<file path="src/rtl/neighbor_scan_pkg.sv">
// Shared definitions for the neighbour-scan stage and the random stages around it.
// Holds the scan state encoding, the Galois LFSR polynomial and its default seed.
package neighbor_scan_pkg;

  typedef enum logic [1:0] {
    ST_IDLE  = 2'd0,
    ST_SCAN  = 2'd1,
    ST_DRAIN = 2'd2,
    ST_DONE  = 2'd3
  } scan_state_t;

  localparam logic [15:0] LFSR_MASK         = 16'hB400;
  localparam logic [15:0] LFSR_SEED_DEFAULT = 16'hACE1;

  // Right-shifting Galois step; a nonzero state never maps to zero.
  function automatic logic [15:0] lfsr_step(input logic [15:0] q);
    return q[0] ? ((q >> 1) ^ LFSR_MASK) : (q >> 1);
  endfunction

endpackage

</file>
<file path="src/rtl/neighbor_scan_lfsr16.sv">
// Free-running 16-bit Galois LFSR, one step per clock; reset loads SEED (must be nonzero).
// Shared by the random-selection stages.
module lfsr16
  import neighbor_scan_pkg::*;
#(
  parameter logic [15:0] SEED = LFSR_SEED_DEFAULT
) (
  input  logic        clock,
  input  logic        nrst,
  output logic [15:0] q
);

  logic [15:0] r_q;

  always_ff @(posedge clock) begin
    if (!nrst) r_q <= SEED;
    else       r_q <= lfsr_step(r_q);
  end

  assign q = r_q;

endmodule

</file>
<file path="src/rtl/neighbor_scan.sv">
// Scans neighbour costs from a 1-cycle-latency cost RAM, compacts better indices into a list RAM,
// then holds the count and a random `which`. Build option ACCEPT_EQUAL_EN: equal cost counts as better.
module neighbor_scan
  import neighbor_scan_pkg::*;
#(
  parameter int          COST_W    = 16,
  parameter int          IDX_W     = 16,
  parameter logic [15:0] LFSR_SEED = LFSR_SEED_DEFAULT
) (
  input  logic              clock,
  input  logic              nrst,
  input  logic              start_scan,
  input  logic [IDX_W-1:0]  neighbor_total,
  input  logic [COST_W-1:0] current_cost,
  output logic [IDX_W-1:0]  cost_rd_addr,
  input  logic [COST_W-1:0] cost_rd_data,
  output logic              list_wr_en,
  output logic [IDX_W-1:0]  list_wr_addr,
  output logic [IDX_W-1:0]  list_wr_data,
  output logic [IDX_W-1:0]  betterNeighborCount,
  output logic [IDX_W-1:0]  which,
  output logic              done_scan
);

  scan_state_t       r_state;
  scan_state_t       w_next_state;

  logic [IDX_W-1:0]  r_total;
  logic [COST_W-1:0] r_cur;
  logic [IDX_W-1:0]  r_idx;
  logic [IDX_W-1:0]  r_idx_d;
  logic              r_rd_valid;
  logic [IDX_W-1:0]  r_count;
  logic [IDX_W-1:0]  r_last_addr;
  logic [IDX_W-1:0]  r_better_count;
  logic [IDX_W-1:0]  r_which;

  logic              w_start;
  logic              w_scanning;
  logic              w_done;
  logic              w_cmp;
  logic              w_better;
  logic              w_enter_done;
  logic [IDX_W-1:0]  w_final_count;
  logic [15:0]       w_lfsr_q;

  lfsr16 #(.SEED(LFSR_SEED)) u_lfsr (
    .clock (clock),
    .nrst  (nrst),
    .q     (w_lfsr_q)
  );

  always_ff @(posedge clock) begin
    if (!nrst) r_state <= ST_IDLE;
    else       r_state <= w_next_state;
  end

  always_comb begin
    w_next_state = r_state;
    case (r_state)
      ST_IDLE, ST_DONE: begin
        if (start_scan) w_next_state = (neighbor_total == '0) ? ST_DONE : ST_SCAN;
      end
      ST_SCAN: begin
        if (r_idx == r_total - IDX_W'(1)) w_next_state = ST_DRAIN;
      end
      ST_DRAIN: w_next_state = ST_DONE;
      default:  w_next_state = ST_IDLE;
    endcase
  end

  always_comb begin
    w_start      = 1'b0;
    w_scanning   = 1'b0;
    w_done       = 1'b0;
    cost_rd_addr = r_last_addr;
    case (r_state)
      ST_IDLE: w_start = start_scan;
      ST_SCAN: begin
        w_scanning   = 1'b1;
        cost_rd_addr = r_idx;
      end
      ST_DONE: begin
        w_start = start_scan;
        w_done  = 1'b1;
      end
      default: ;
    endcase
  end

  // Data returned this cycle belongs to the address issued last cycle (r_idx_d).
`ifdef ACCEPT_EQUAL_EN
  assign w_cmp = (cost_rd_data <= r_cur);
`else
  assign w_cmp = (cost_rd_data < r_cur);
`endif
  assign w_better = r_rd_valid & w_cmp;

  // A restart from DONE with total==0 re-enters DONE and must recapture too.
  assign w_enter_done  = (w_next_state == ST_DONE) && ((r_state != ST_DONE) || w_start);
  assign w_final_count = w_start ? '0 : (r_count + IDX_W'(w_better));

  always_ff @(posedge clock) begin
    if (!nrst) begin
      r_total        <= '0;
      r_cur          <= '0;
      r_idx          <= '0;
      r_idx_d        <= '0;
      r_rd_valid     <= 1'b0;
      r_count        <= '0;
      r_last_addr    <= '0;
      r_better_count <= '0;
      r_which        <= '0;
    end else begin
      r_rd_valid <= w_scanning;
      r_idx_d    <= r_idx;
      if (w_start) begin
        r_total <= neighbor_total;
        r_cur   <= current_cost;
        r_idx   <= '0;
        r_count <= '0;
      end else begin
        if (w_scanning) begin
          r_idx       <= r_idx + IDX_W'(1);
          r_last_addr <= r_idx;
        end
        if (w_better) r_count <= r_count + IDX_W'(1);
      end
      if (w_enter_done) begin
        r_better_count <= w_final_count;
        r_which        <= IDX_W'(w_lfsr_q);
      end
    end
  end

  assign list_wr_en          = w_better;
  assign list_wr_addr        = r_count;
  assign list_wr_data        = r_idx_d;
  assign betterNeighborCount = r_better_count;
  assign which               = r_which;
  assign done_scan           = w_done;

endmodule

</file>
<file path="config.mk">
export PLATFORM = sky130hd
export DESIGN_NAME = neighbor_scan
export DESIGN_NICKNAME = d
export VERILOG_FILES = /design/src/rtl/neighbor_scan_pkg.sv /design/src/rtl/neighbor_scan_lfsr16.sv /design/src/rtl/neighbor_scan.sv
export SDC_FILE = /design/constraint.sdc
export NUM_CORES = 1
export LEC_CHECK = 0
export ABC_AREA = 1
export CAP_MARGIN = 30
export CORE_MARGIN = 10
export CORE_UTILIZATION = 28
export CTS_BUF_LIST = sky130_fd_sc_hd__clkbuf_4 sky130_fd_sc_hd__clkbuf_8 sky130_fd_sc_hd__clkbuf_16
export DETAILED_ROUTE_END_ITERATION = 6
export SETUP_SLACK_MARGIN = 0.3
export SKIP_LAST_GASP = 1
export SLEW_MARGIN = 10
export SYNTH_ARGS = -nofsm -noshare
export SYNTH_HDL_FRONTEND = slang
export SYNTH_SLANG_ARGS = --single-unit
</file>
<file path="constraint.sdc">
create_clock -name clock -period 4.3 [get_ports clock]
set_input_delay 0.43 -clock clock [delete_from_list [all_inputs] [get_ports clock]]
set_output_delay 0.43 -clock clock [all_outputs]
set_load 0.05 [all_outputs]
</file>
==> results.yml, run 1 <==
global_routing:
  overflow: 0
  grt_pass1_wl_um: 31930
  grt_pass1_vias: 6348
  antenna_found_initial: 4
  grt_max_degree: 94
  track_usage_pct: 12.39
power_and_ir_drop:
  pwr-share-comb_pct: 40.0
  power_mw: 5.495
  vdd_ir_drop_max_v: 0.0002154
  seqPwrFrac_pct: 31.9
  p_int_mw: 3.218
  swShare_pct: 41.44
  p_per_area_mw_per_mm2: 594.6
  clkPwrFrac_pct: 28.1
  p_sw_mw: 2.277
  power.leakage_nw: 3.998
synth:
  synth_area_leaders: "dfxtp_1 (42%), nand2_1 (15%), nor2_1 (7.5%), inv_1 (7.0%), a21oi_1 (5.5%)"
  synth_edf_count: 0
  synth_nets: 1105
  netlist_area_mm2: 0.007030
  synth_top_cell_by_area: "dfxtp_1"
  yosysTopAreaCellShare_pct: 41.86
  async_flop_share_pct: 0
  synth.most_common_cell: "nand2_1"
  ys_ff_latch: 147
  synthFlopType: "dfxtp_1"
  ys_warn_count: 0
  synthDistinctLibCells: 37
  netlist_top_cells_count: "nand2_1 (279), dfxtp_1 (147), nor2_1 (141), inv_1 (132), a21oi_1 (77)"
  avgSynthCellArea_um2: 6.819
  seq_area_frac_synth_pct: 41.86
  syn_inst: 1031
final_layout:
  final_cells: 1485
  drive_gt1_share_pct: 4.914
  final_nets: 1221
  stdcell_area_mm2: 0.009243
  seq_area_mm2: 0.002943
  multi_input_comb_area_mm2: 0.003378
  num-fill-cells: 2636
  syn_to_final_growth_pct: 31.46
route:
  wirelength_um: 19290
  drt_pre_antenna_iters: 5
  drc: 0
  routedWlPerCell_um: 12.99
  first_iter_violations: 357
  final_antenna_net_count: 0
  vias: 6560
  viasPerCell: 4.418
clock_tree:
  cts_hold_buf: 0
  clkTransAtPathRegs_ps: 70
  insertion_delay_ps: 420
  cts_root_buf: "clkbuf_16"
  cts_buffers: 17
  cts_setup_buffers: 0
  clk_path_buf_depth: 2
  cts-htree-levels: 4
  cts.repair.resized: 0
  clock-sinks: 147
  cts_tree: "built"
critical_path:
  cp_slowest_cell: "a2111oi_0"
  required_ps: 4650
  start_kind: "input port"
  end_kind: "flop"
  crit_type: "input port to flop"
  crit_path_max_fanout: 3
  cp.arrival_ps: 3610
  worstPathCellList: "clkdlybuf4s50_1 -> ha_1 -> a21oi_1 -> o21ai_0 -> a2111oi_0 -> nand3_1 -> inv_1 -> ha_1 -> ha_1 -> nand2_1 -> nor2_1 -> inv_1 -> nor2_1 -> inv_1 -> o21ai_0 -> nand3_1 -> nand2_1 -> nand2_1 -> nor2_1"
  slowest_delay_ps: 470
placed_design:
  io_buffers: 132
  gp_congestion: 0.9198
  dp.cells: 1451
  dpl.hpwl_um: 14310
  placed_cell_area_mm2: 0.008601
min_path:
  worstHoldPathType: "flop to flop"
timing:
  finalCritPeriodShare_pct: 75.78
  setup_viol: 0
  rsz0062_at_grt: "no"
  tns_ps: 0
  timing.final.hold_violations: 0
  tightest_slew_ps: 918.6
  max_freq_ghz: 0.3069
  min_period_ps: 3258
  finalClockSkew_ps: 14.34
  slew_headroom_pct: 38.69
  maxSlewViolCount: 0
floorplan:
  core_mm2: 0.02453
  die_x_um: 178.5
  floorplan.die_area_mm2: 0.03185
  rows: 57
  start_util_pct: 28.66
  dieHeight_um: 178.5
  num_io_pins: 133
flow_run:
  maxCapViolations: 0
outcome:
  status: "finished clean"
## metal layers
metal / track usage [%] / wire, um / share of wire, %
met5: 0 / 36 / 0.19
met4: 2.928 / 146 / 0.76
met3: 4.609 / 1454 / 7.5
met2: 20.39 / 8852 / 46
met1: 15.01 / 8798 / 46
## worst paths after layout
check / to / slack (ps) / from / depth (start not counted)
hold reg to reg: u_lfsr.q[7] / 420 / u_lfsr.q[8] / 2
setup / recovery: betterNeighborCount[12] / 1040 / cost_rd_data[11] / 19
setup reg to reg: betterNeighborCount[12] / 1130 / r_cur[11] / 19
hold / removal: u_lfsr.q[7] / 420 / u_lfsr.q[8] / 2
## through the flow
step,setup WS (ps),utilization (%),hold WS (ps)
finish,1042,37.67,415.9
global route,650.9,37.66,448.7
CTS,882.1,37.55,419.1
detailed placement,455.6,35.06,402.2
global placement,551.7,35.06,397.0
floorplan,750.6,-,391.5
## state kept, by name, summed over array words and instances, names as in the netlist
register,cells
betterNeighborCount,16
r_state,2
which,16
r_last_addr,16
r_cur,16
u_lfsr.q,16
list_wr_addr,16
r_idx,16
list_wr_data,16
r_total,16
r_rd_valid,1
## critical path: cells and delay by family
family,cells,cell delay [ps]
AOI/OAI and AO/OA,4,850
adders and majority gates,3,710
and+or+nand+nor,8,950
buffers and inverters,4,670
## cells by family (layout without fill, tap and decap cells)
kind of cell	count (synthesis)	count (layout)	synth area share, %
AOI/OAI and AO/OA	141	141	10.41
adders and majority gates	23	23	4.093
buffers and inverters	176	305	10.13
and+or+nand+nor	523	523	30.90
DFF	147	147	41.86
xor gates and xnor gates	21	21	2.616
other	0	1	0
## layout by cell type, fill, tap and decap left out, types with 2 or more instances in the layout
master           netlist  routed
nor2_4                 2       2
nand3_1               52      52
xor2_1                14      14
or2_2                  3       3
nor4_1                10      10
nor2_2                 4       4
nor3_1                10      10
nand2_1              279     278
clkdlybuf4s50_1        0     130
buf_4                  0       6
dfxtp_1              147     147
inv_8                  0       3
bufinv_16              0       2
o21ai_0               53      53
nand3b_1               3       3
inv_6                  0       6
inv_1                132     132
ha_1                  23      23
o21ai_1                2       2
clkbuf_16              0      17
a21oi_1               77      77
o211ai_1               3       3
xnor2_1                7       7
clkinvlp_4             0       2
nand2_2                4       5
nor2_1               141     141
nand4_1               11      11
## power groups by stage
| stage | sequential (mW) | combinational, mW | clock [mW] |
|---|---|---|---|
| floorplan | 2.14 | 1.32 | 0 |
| global placement | 1.78 | 2.20 | 0 |
| detailed placement | 1.79 | 2.23 | 0 |
| CTS | 1.75 | 2.23 | 1.60 |
| global route | 1.79 | 2.51 | 1.65 |
| finish | 1.75 | 2.20 | 1.55 |
## cell type report
class / instances / area share (%)
Sequential cell: 147 / 31.84
Clock buffer: 17 / 4.603
Tap cell: 324 / 4.386
Antenna cell: 1 / 0.02707
Multi-Input combinational cell: 708 / 36.55
Inverter: 134 / 5.442
Clock inverter: 15 / 2.017
Timing Repair Buffer: 139 / 15.13
Power figures use the tool's default switching activity.
==> inputs of run 2 (changes only) <==
==> constraint.sdc (replaced) <==
create_clock -name clock -period 2.6 [get_ports clock]
set_input_delay 0.26 -clock clock [delete_from_list [all_inputs] [get_ports clock]]
set_output_delay 0.26 -clock clock [all_outputs]
set_load 0.05 [all_outputs]
==> results.yml, run 2 (synthesis gave the netlist of run 1 again) <==
critical_path:
  cp_slowest_cell: "dfxtp_1"
  slowest_delay_ps: 310
  cp.arrival_ps: 3080
  crit_buf_inv: 4
  required_ps: 2960
  crit_path_max_fanout: 3
  path_delay_family: "compound AO/OA/AOI/OAI gates"
  start_kind: "flop"
  worstPathCellList: "inv_1 -> ha_1 -> a21oi_4 -> o21ai_2 -> a2111oi_2 -> buf_4 -> nand3_4 -> inv_4 -> ha_4 -> ha_4 -> nand2_4 -> nor2_4 -> inv_2 -> nor2_4 -> nand2_2 -> a21oi_2 -> o31ai_1 -> nand2_1 -> nand2_1 -> nor2_1"
  crit_type: "flop to flop"
  end_kind: "flop"
global_routing:
  grt_pass1_vias: 6489
  grt_pass1_wl_um: 33070
  use_met3_pct: 4.968
  grt_max_degree: 94
  overflow: 0
  grt_use_met1_pct: 16.45
  track_usage_pct: 12.98
  gr-max-usage-layer: "met2"
  gr-usage-met2_pct: 20.14
  antenna_found_initial: 2
min_path:
  worstHoldPathType: "flop to flop"
timing:
  slew_headroom_pct: 40.84
  min_period_ps: 2720
  timing.final.hold_violations: 0
  whs_ps: 424.7
  setup_slack_ps: -120.1
  finalCritPeriodShare_pct: 104.6
  finalClockSkew_ps: 13.39
  tightest_slew_ps: 887.5
  rsz0062_at_grt: "yes"
  maxSlewViolCount: 0
  max_freq_ghz: 0.3676
  setup_viol: 7
power_and_ir_drop:
  power.leakage_nw: 4.483
  p_per_area_mw_per_mm2: 1024
  power_mw: 10.55
  vdd_ir_drop_max_v: 0.0006872
floorplan:
  start_util_pct: 28.66
  rows: 57
  floorplan.die_area_mm2: 0.03185
  die_x_um: 178.5
  dieHeight_um: 178.5
  core_mm2: 0.02453
  num_io_pins: 133
route:
  viasPerCell: 4.481
  drc: 0
  routedWlPerCell_um: 13.63
  wirelength_um: 20950
  vias: 6887
  final_antenna_net_count: 0
  first_iter_violations: 286
  drt_pre_antenna_iters: 7
final_layout:
  multi_input_comb_area_mm2: 0.003832
  final_nets: 1273
  final_cells: 1537
  syn_to_final_growth_pct: 46.57
  stdcell_area_mm2: 0.01030
  mostFrequentLayoutCell: "nand2_1"
  seq_area_mm2: 0.002960
  final_cell_mix: "nand2_1 (252), dfxtp_1 (135), nor2_1 (127)"
  num-fill-cells: 2536
  drive_gt1_share_pct: 18.56
clock_tree:
  cts_buffers: 17
  insertion_delay_ps: 420
  cts_root_buf: "clkbuf_16"
  cts_tree: "built"
  clk_path_buf_depth: 2
  clkTransAtPathRegs_ps: 70
  clock-sinks: 147
  cts_hold_buf: 0
  cts-htree-levels: 4
placed_design:
  gp_congestion: 0.8626
  io_buffers: 132
  dp_slack_ps: -753.3
  placed_cell_area_mm2: 0.008793
  dpl.hpwl_um: 14890
  dp.cells: 1473
outcome:
  failed_checks: "setup timing"
  status: "finished, violations left"
flow_run:
  maxCapViolations: 0
-- run 2: cell count changes in the layout (fill, tap and decap cells not counted), moves of 10 or more --
| cell | delta |
|---|---|
| buf_4 | +46 |
| inv_2 | +12 |
| dfxtp_2 | +11 |
| ha_4 | +11 |
| nand2_1 | -26 |
| dfxtp_1 | -12 |
| nand2_4 | +11 |
| clkdlybuf4s50_1 | -16 |
| nand2_2 | +15 |
| nor2_1 | -14 |
| buf_6 | +10 |
| ha_1 | -11 |
| inv_1 | -15 |
-- run 2: area by class of cell --
cell class / count / share of cell area [%]
Clock buffer: 18 / 4.262
Timing Repair inverter: 1 / 0.07285
Antenna cell: 1 / 0.02428
Timing Repair Buffer: 190 / 18.97
Multi-Input combinational cell: 708 / 37.19
Clock inverter: 14 / 1.833
Tap cell: 324 / 3.934
Inverter: 134 / 4.990
Sequential cell: 147 / 28.73
-- run 2: worst min-delay path: stages, from the launching register on --
cell and delay (ps):
dfxtp_1 310, nand2_1 50, inv_1 30
-- run 2: per-layer routing --
metal  up-vias  share of wire (%)
met2       153                 45
met5         -                  0
met3        12                7.7
met4         0               0.71
met1      3130                 47
li1       3592                  -
-- run 2: report_power, final --
part / internal, mW / switching, mW / total [mW] / leakage, nW
clock: 1.57 / 1.07 / 2.63 / 0.302
sequential: 2.67 / 0.284 / 2.95 / 1.20
combinational: 2.11 / 2.86 / 4.97 / 2.98
total: 6.34 / 4.21 / 10.6 / 4.48
-- run 2: path summary, 6_finish.rpt --
| kind | from | endpoint | slack, ps | cells past startpoint |
|---|---|---|---|---|
| hold reg to reg | u_lfsr.q[15] | u_lfsr.q[14] | 420 | 2 |
| hold / removal | u_lfsr.q[15] | u_lfsr.q[14] | 420 | 2 |
| setup reg to reg | r_cur[10] | betterNeighborCount[14] | -120 | 20 |
| setup / recovery | r_cur[10] | betterNeighborCount[14] | -120 | 20 |
-- run 2: what timing repair did --
| action | 4_1_cts | 5_1_grt |
|---|---|---|
| setup endpoints to repair | 65 | 70 |
| cloned | 4 | 4 |
| buffers inserted | 18 | 5 |
| gates resized for setup | 70 | 78 |
| pin swaps | 22 | 44 |
-- run 2: metrics by stage --
stage | utilization, % | TNS, ps
3_5_place_dp | 35.84 | -10990
5_1_grt | 41.99 | -2394
3_3_place_gp | 35.84 | -9758
2_1_floorplan | - | -834.3
4_1_cts | 40.50 | -109.2
6_report | 42.00 | -450.0
==> RTL edit (settings of run 1) <==
Change the parameter `IDX_W` from 16 to 15.
--- a/src/rtl/neighbor_scan.sv
+++ b/src/rtl/neighbor_scan.sv
@@ -4,7 +4,7 @@
   import neighbor_scan_pkg::*;
 #(
   parameter int          COST_W    = 16,
-  parameter int          IDX_W     = 16,
+  parameter int          IDX_W     = 15,
   parameter logic [15:0] LFSR_SEED = LFSR_SEED_DEFAULT
 ) (
   input  logic              clock,
Interface: changed (6 resized); port bits go from 133 to 127. The function was not compared with the original's and may differ.
==> RTL edit against run 1 <==
- the run now ends with DRC left
- setup slack got worse by 0.16 ns
- sequential power decreased by 5%
- wire length decreased by 5.3%
- sequential cell count decreased by 7
- count of clock-buffer cells in the layout increased by 3
- clock skew decreased by 0.0038 ns
- sequential share of layout area increased by 0.37 points
- design area decreased by 5.8%
- maximum frequency decreased by 4.8%
- first-iteration DRC count increased by 38%
- synthesized area decreased by 6.2%
- power decreased by 6.6%
- critical path type unchanged
- critical endpoint is now betterNeighborCount[14]
- largest cell class unchanged
- largest power group unchanged
==> RTL edit: results (changes against run 1) <==
status complete, but fails checks (was complete, no violations); detailed router's first-iteration violation count 494 (was 357); number of buffers added by the clock tree synthesis step 17 (unchanged); Rel. slew slack 39.2% (was 38.7%); top post-synthesis cells by count 252 x nand2_1, 140 x dfxtp_1, 112 x inv_1 (was 279 x nand2_1, 147 x dfxtp_1, 141 x nor2_1); final-layout fill cell count 2,499 (was 2,636); DP HPWL 13.4 mm (was 14.3 mm); Detail Route met2 WL 8.43 mm (was 8.85 mm); fraction of synthesized cell area in xor and xnor cells 2.20% (was 2.62%); Via Count 6,049 (was 6,560); net count of the finished layout 1,124 (was 1,221); Worst EP arrival 3.73 ns (was 3.61 ns); DRT Pass-1 Iters 7 (was 5); slack of the worst reg-to-reg path 0.97 ns (was 1.13 ns); global-route wire length before repair 29.9 mm (was 31.9 mm); met3 wire len 1.29 mm (was 1.45 mm); gp weighted congestion 0.862 (was 0.920); worst clock skew on the final layout 0.0106 ns (was 0.0143 ns); total track usage 12.2% (was 12.4%); hold path startpoint u_lfsr.q[15] (was u_lfsr.q[8]); layout cells sized above 1 7.81% (was 4.91%); Post-Synth Adder-Cell Area 4.36% (was 4.09%); Max Used Layer met4 (was met5); number of synthesized flops with an enable pin 0 (unchanged); path class of the lowest-slack min-delay path flip-flop to flip-flop (unchanged); WL met1 8.28 mm (was 8.80 mm); cell area reported after detailed placement 8150 µm² (was 8600 µm²); sequential share of the synthesized area 42.5% (was 41.9%); failing checks DRC; antenna violations before repair 0 (was 4); CP peak stage delay 0.57 ns (was 0.47 ns); hold_ws 0.413 ns (was 0.416 ns); top cells by area, synth dfxtp_1 43%, nand2_1 14%, inv_1 6.4% (was dfxtp_1 42%, nand2_1 15%, nor2_1 7.5%); Slowest-stage cell, CP a2111oi_0 (unchanged); peak fanout along the critical path 4 (was 3); syn_nets 1,006 (was 1,105); average wire per standard cell 13.2 µm (was 13.0 µm); port bufs 126 (was 132); Antenna Cells 0 (was 1); residual DRC count 8 (was 0); largest net degree at the start of global routing 89 (was 94); Leakage 3.70 nW (was 4.00 nW); maximum VDD drop 0.276 mV (was 0.215 mV); startpoint of the most critical register-to-register path r_cur[11] (unchanged); count of cell types in the netlist 41 (was 37); post-synthesis compound-gate area fraction 11.6% (was 10.4%)
## RTL edit: cell types whose count changed after synthesis, moves of 13 or more
cell | before | now
nor3_1 | 10 | 23
nand3_1 | 52 | 35
inv_1 | 132 | 112
nor2_2 | 4 | 25
nand2_1 | 279 | 252
nor2_1 | 141 | 92
## RTL edit: stage by stage
step / cells / util [%] / worst slack (ns)
final: 1382 / 37.3 / 0.879
after global routing: 1382 / 37.3 / 0.492
after detailed placement: 1351 / 34.9 / 0.368
after CTS: 1382 / 37.3 / 0.810
after floorplan: 933 / - / 0.885
after global placement: 1351 / 34.9 / 0.425
## RTL edit: where the power goes
group          switching, mW  internal, mW
clock network          0.562         0.826
logic                   1.38         0.699
registers              0.143          1.53
## RTL edit: cells by family after synthesis
| kind of cell | count (synthesis) |
|---|---|
| AO/OA/AOI/OAI | 144 |
| XOR/XNOR | 15 |
| adder cells (fa/ha/maj) | 23 |
| buffers and inverters | 156 |
| flip-flops | 140 |
| AND/OR/NAND/NOR | 455 |
## RTL edit: worst paths after layout
| path | to | cells after the start |
|---|---|---|
| worst min register to register | u_lfsr.q[14] | 2 |
| worst max-delay path | betterNeighborCount[14] | 18 |
| worst max register to register | betterNeighborCount[14] | 18 |
| worst min-delay path | u_lfsr.q[14] | 2 |
## RTL edit: cell type report
| type | count | share of cell area (%) |
|---|---|---|
| well taps | 319 | 4.59 |
| multi-input cells | 637 | 36.3 |
| clock inverters | 11 | 1.11 |
| repair buffers | 134 | 15.2 |
| inverters | 121 | 5.22 |
| clock buffers | 20 | 5.29 |
| flip-flops and latches | 140 | 32.2 |
## RTL edit: per-layer routing
metal | vias to the layer above | track usage, %
met4 | 0 | 3.59
li1 | 3183 | -
met1 | 2712 | 14.5
met2 | 133 | 20.1
met5 | - | 0
met3 | 21 | 4.42
## RTL edit: worst min-delay path, stage by stage, from the launching register on
cell     delay (ns)
dfxtp_1        0.30
nand2_1        0.04
inv_1          0.04
